File: config.mk
export PLATFORM = sky130hd
export DESIGN_NAME = block_accumulator
export DESIGN_NICKNAME = d
export VERILOG_FILES = /design/src/rtl/matmul_pkg.sv /design/src/rtl/block_acc_lane.sv /design/src/rtl/block_accumulator.sv
export SDC_FILE = /design/constraint.sdc
export NUM_CORES = 1
export LEC_CHECK = 0
export ABC_AREA = 1
export BUFFER_PORTS_ARGS = -buffer_cell sky130_fd_sc_hd__buf_2
export CAP_MARGIN = 20
export CORE_MARGIN = 5
export CORE_UTILIZATION = 40
export CTS_CLUSTER_DIAMETER = 30
export DETAILED_ROUTE_END_ITERATION = 7
export PLACE_DENSITY_LB_ADDON = 0.2
export SYNTH_ARGS = -nofsm -noshare
export SYNTH_HDL_FRONTEND = slang
export SYNTH_HIERARCHICAL = 1
export SYNTH_SLANG_ARGS = --single-unit
export TNS_END_PERCENT = 10
File: constraint.sdc
create_clock -name clock -period 2.02 [get_ports clock]
set_input_delay 0.303 -clock clock [delete_from_list [all_inputs] [get_ports clock]]
set_output_delay 0.303 -clock clock [all_outputs]
set_load 0.02 [all_outputs]
File: src/rtl/matmul_pkg.sv
// Shared types and constants for the matrix block multiplication datapath.
package matmul_pkg;

   localparam int unsigned DATA_W = 16;
   localparam int unsigned ACC_W  = 32;

   typedef enum logic [0:0] {ACCUM, HOLD} acc_state_t;

   typedef logic [1:0] elem_idx_t;

   localparam elem_idx_t C00 = 2'd0;
   localparam elem_idx_t C01 = 2'd1;
   localparam elem_idx_t C10 = 2'd2;
   localparam elem_idx_t C11 = 2'd3;

endpackage

File: src/rtl/block_acc_lane.sv
// One signed accumulator lane: wrapping add with load-enable, clear and
// signed-overflow detection of the pending add.
module block_acc_lane #(
   parameter int unsigned ACC_W = 32
) (
   input  logic             clock,
   input  logic             reset,
   input  logic             en,
   input  logic             clr,
   input  logic [ACC_W-1:0] addend,
   output logic [ACC_W-1:0] acc,
   output logic             ovf
);

   logic [ACC_W-1:0] acc_q;
   logic [ACC_W-1:0] sum;

   assign sum = acc_q + addend;

   // Overflow of the add as if enabled; the caller qualifies it with en.
   assign ovf = (acc_q[ACC_W-1] == addend[ACC_W-1]) && (sum[ACC_W-1] != acc_q[ACC_W-1]);

   always_ff @(posedge clock) begin
      if (!reset || clr) begin
         acc_q <= '0;
      end else if (en) begin
         acc_q <= sum;
      end
   end

   assign acc = acc_q;

endmodule

File: src/rtl/block_accumulator.sv
// Sums serialized 2x2 partial product blocks into four lanes and presents the
// finished block through a valid/ready handshake.
module block_accumulator #(
   parameter int unsigned DATA_W = matmul_pkg::DATA_W,
   parameter int unsigned ACC_W  = matmul_pkg::ACC_W,
   parameter int unsigned CNT_W  = 8
) (
   input  logic              clock,
   input  logic              reset,
   input  logic              in_valid,
   output logic              in_ready,
   input  logic [DATA_W-1:0] in_data,
   input  logic              in_last,
   output logic              out_valid,
   input  logic              out_ready,
   output logic [ACC_W-1:0]  out_c00,
   output logic [ACC_W-1:0]  out_c01,
   output logic [ACC_W-1:0]  out_c10,
   output logic [ACC_W-1:0]  out_c11,
   output logic [CNT_W-1:0]  out_count,
   output logic              out_ovf
);

   import matmul_pkg::*;

   acc_state_t       state_q, state_d;
   elem_idx_t        idx_q, idx_d;
   logic [CNT_W-1:0] count_q, count_d;
   logic             ovf_q, ovf_d;

   logic             accept;
   logic             lane_clr;
   logic [3:0]       lane_en;
   logic [3:0]       lane_ovf;
   logic [ACC_W-1:0] addend;
   logic [ACC_W-1:0] lane_acc [4];

   assign in_ready  = (state_q == ACCUM);
   assign out_valid = (state_q == HOLD);
   assign accept    = in_valid && in_ready;
   assign lane_clr  = out_valid && out_ready;
   assign addend    = ACC_W'($signed(in_data));

   always_comb begin
      lane_en = '0;
      if (accept) begin
         lane_en[idx_q] = 1'b1;
      end
   end

   for (genvar i = 0; i < 4; i++) begin : gen_lane
      block_acc_lane #(
         .ACC_W (ACC_W)
      ) u_lane (
         .clock  (clock),
         .reset  (reset),
         .en     (lane_en[i]),
         .clr    (lane_clr),
         .addend (addend),
         .acc    (lane_acc[i]),
         .ovf    (lane_ovf[i])
      );
   end

   always_comb begin
      state_d = state_q;
      idx_d   = idx_q;
      count_d = count_q;
      ovf_d   = ovf_q;
      unique case (state_q)
         ACCUM: begin
            if (accept) begin
               idx_d = idx_q + 2'd1;
               if (|(lane_ovf & lane_en)) begin
                  ovf_d = 1'b1;
               end
               if (idx_q == C11) begin
                  if (count_q != {CNT_W{1'b1}}) begin
                     count_d = count_q + 1'b1;
                  end
                  if (in_last) begin
                     state_d = HOLD;
                  end
               end
            end
         end
         HOLD: begin
            if (out_ready) begin
               idx_d   = C00;
               count_d = '0;
               ovf_d   = 1'b0;
               state_d = ACCUM;
            end
         end
         default: state_d = ACCUM;
      endcase
   end

   always_ff @(posedge clock) begin
      if (!reset) begin
         state_q <= ACCUM;
         idx_q   <= C00;
         count_q <= '0;
         ovf_q   <= 1'b0;
      end else begin
         state_q <= state_d;
         idx_q   <= idx_d;
         count_q <= count_d;
         ovf_q   <= ovf_d;
      end
   end

   assign out_c00   = lane_acc[0];
   assign out_c01   = lane_acc[1];
   assign out_c10   = lane_acc[2];
   assign out_c11   = lane_acc[3];
   assign out_count = count_q;
   assign out_ovf   = ovf_q;

endmodule

==> metrics.md <==
| Metric | Value |
|---|---|
| Tmin final | `about 1900 ps` |
| Lkg Pwr | `13.22 nW` |
| Die X | `206.2 µm` |
| Reg2Reg Depth | `11` |
| Clock Path Buffers | `2` |
| Post-Syn Instances | `2846` |
| Post-synth EDFFs | `0` |
| Fin worst setup slack | `80.55 ps` |
| Post-route cell area | `21310 µm²` |
| Die height | `between 200 and 250 µm` |
| Max-slew headroom | `64.61%` |
| Hold Path Class | `input pin to flop` |
| GRT overflow | `0` |
| Placed instance area | `about 20000 µm²` |
| Min-delay src | `in_last` |
| Commonest non-fill, non-tap cell in the layout | `nand2_1` |
| Crit path capture type | `flop` |
| Fin nets | `3534` |
| Least-Margin Pin Slew | `530.3 ps` |
| PortBufs | `159` |
| WL/cell | `13.43 µm` |
| Number of detailed-route iterations in the first pass | `5` |
| Vias in the first global route | `17030` |
| Routed vias/inst | `4.592` |
| # rows | `71` |
| Clock latency on the worst-skew pair | `around 440 ps` |
| Most frequent cells in the layout | `nand2_1 (936), inv_1 (606), nor2_1 (387), buf_4 (380), buf_2 (159)` |
| Cts hold-fix bufs | `0` |
| Layout cells sized above 1 | `24.96%` |
| Max Fanout on Critical Path | `3` |
| Io pins | `160` |
| Synth Net Count | `3000` |
| Num CTS Buffers | `17` |
| Fmax | `515.6 MHz` |
| Hold Path Cell Cnt | `3` |
| Die area | `42510 µm²` |
| Sw Share | `36.68%` |
| Drt drc | `0` |
| Final slew viol count | `0` |
| RD Place Congestion | `0.9329` |
| Main synth FF type | `dfxtp_1` |
| Max-Cap Viols | `0` |
| Sequential share of power | `27.8%` |
| Total Routing Usage GR | `24.18%` |
| Root Buffer | `clkbuf_16` |
| Largest net degree at the start of global routing | `36` |
| Crit path required time | `2360 ps` |
| R2R Path End | `gen_lane[0].u_lane/acc[28]` |
| Int Power | `between 6 and 7 mW` |
| First-pass GRT wire length | `between 80 and 90 mm` |
| Syn_area_per_cell | `5.409 µm²` |
| Power share of the clock group | `33.1%` |
| Top cell type's share of synthesized area | `about a quarter` |
| Ranking of synthesized cells by area | `nand2_1 (24%), dfxtp_1 (18%), inv_1 (15%)` |
| Minimum hold slack | `111.7 ps` |
| Post-synthesis cell type count | `36` |
| Worst r2r src | `gen_lane[0].u_lane/acc[10]` |
| Synth Cell Area | `15390 µm²` |
| Unrepaired setup endpoints after global routing | `true` |
| Initial antenna violation count | `0` |
| Hold Vio Cnt, Final | `0` |
| Gate power share | `between 30% and 40%` |
| Startpoint types | `flop` |
| Via count | `17930` |
| Reg2reg setup slack | `around 81 ps` |
| Clock slew at reported path FFs | `around 60 ps` |
| Post-synth top area cell | `nand2_1` |
| Antenna diodes | `0` |
| Clock skew | `8.252 ps` |
| Async S/R FF share, synth | `0%` |
| Final setup fails | `0` |
| IR drop worst, VDD | `0.6364 mV` |
| Post-detail-place hpwl | `42.28 mm` |
| Outcome | `finished clean` |
| DRT iter0 DRCs | `767` |
| DP Worst Slack | `-436.3 ps` |
| Hold EP | `out_valid` |
| H-tree Lvls | `4` |
| CTS tree | `done` |
| Area delta synth->final | `38.43%` |
| #FFs+latches synth | `140` |
| Net switching power | `4.045 mW` |
| Total wire length after detailed routing | `52.43 mm` |
| TritonCTS sink count | `140` |
| Post-route ant nets | `0` |
| Pwr dens | `approximately 520 nW/µm²` |
| Final period util | `between 90% and 100%` |
| CP Class | `flop to flop` |
| Sequential share of the synthesized area | `18.21%` |
| Core area | `approximately 38000 µm²` |
| Starting Density | `40.68%` |
| Critical Path AT | `between 2000 and 2500 ps` |
| Yosys warning total | `6` |
worst max-delay path: stages, from the launching register on:
cell     delay (ps)
dfxtp_1         330
ha_1            330
buf_4           140
nand2_2          80
nor2_1          270
nand3_1         180
nand3_4         140
nand2_1         110
nand3_1         100
nand3_1          80
nand2_1          60
inv_1            30
cell type report:
type | count | area [µm²]
Fill cell | 3948 | 16530
Multi-Input combinational cell | 2054 | 10950
Timing Repair Buffer | 554 | 3945
Sequential cell | 140 | 2824
Inverter | 613 | 2301
Tap cell | 511 | 639.4
Clock buffer | 18 | 429.2
Clock inverter | 14 | 217.7
kinds of logic after synthesis:
kind of cell,Yosys count,share of synthesized area (%)
AND/OR/NAND/NOR,1679,44.80
buffers and inverters,652,16.47
AO/OA/AOI/OAI,186,6.331
flip-flops,140,18.21
adder cells (fa/ha/maj),133,11.00
XOR/XNOR,56,3.186
per-stage QoR:
step	utilization [%]	instances	power [mW]	TNS, ps
final	56.31	3904	11.03	0
after global routing	56.31	3904	11.77	-335.2
after CTS	53.91	3903	10.90	0
after detailed placement	52.16	3871	7.176	-15190
after global placement	52.16	3871	7.114	-13160
after floorplan	-	2846	5.391	0
synth_stat cells (2+ instances only):
master	n
inv_2	4
nand2_1	979
clkbuf_1	18
nor2_4	2
nor2_1	415
o21ai_0	64
clkbuf_8	3
nand3_1	163
a21o_1	4
dlygate4sd1_1	3
inv_1	606
clkinv_1	3
nor2_2	22
nand3_2	16
buf_1	5
nor3_1	4
nand2_2	47
ha_1	129
a21oi_1	95
buf_2	4
nand4_1	16
dfxtp_1	140
o21bai_1	11
xor2_1	56
buf_6	5
nand3b_1	3
o21ai_1	11
and2_1	7
fa_1	4
metal layers:
metal  wire length, µm  GRT usage, %
met2             23970         40.83
met3              2451         3.389
met1             24470         31.67
met4              1541         8.317
met5                 0             0
power by group through the flow:
stage	sequential, mW	clock, mW	combinational, mW
6_report	3.06	3.65	4.31
3_3_place_gp	3.11	0	4.00
3_5_place_dp	3.11	0	4.06
4_1_cts	3.05	3.76	4.09
5_1_grt	3.08	3.88	4.81
2_1_floorplan	3.29	0	2.10
state kept, by name (all words and copies together) (netlist names):
signal / flops
gen_lane.u_lane/acc: 128
idx_q: 2
out_ovf: 1
out_count: 8
out_valid: 1
timing repair:
item | in CTS | in global routing
setup endpoints to repair | 4 | 63
resized for setup | 5 | 178
buffers inserted | 0 | 0
gates cloned | 0 | 1
pin swaps | 0 | 13
worst max-delay path by stage:
| stage | start | to | slack, ps | depth (start not counted) |
|---|---|---|---|---|
| floorplan | gen_lane[1].u_lane/acc[6] | out_ovf | 160 | 15 |
| global placement | in_data[15] | out_ovf | -380 | 17 |
| detailed placement | in_data[15] | out_ovf | -440 | 15 |
| CTS | gen_lane[0].u_lane/acc[0] | gen_lane[0].u_lane/acc[18] | 2 | 11 |
| global route | in_data[15] | out_ovf | -50 | 18 |
| finish | gen_lane[0].u_lane/acc[10] | gen_lane[0].u_lane/acc[28] | 80 | 11 |
Note: power is estimated with default switching activity, not from simulation.
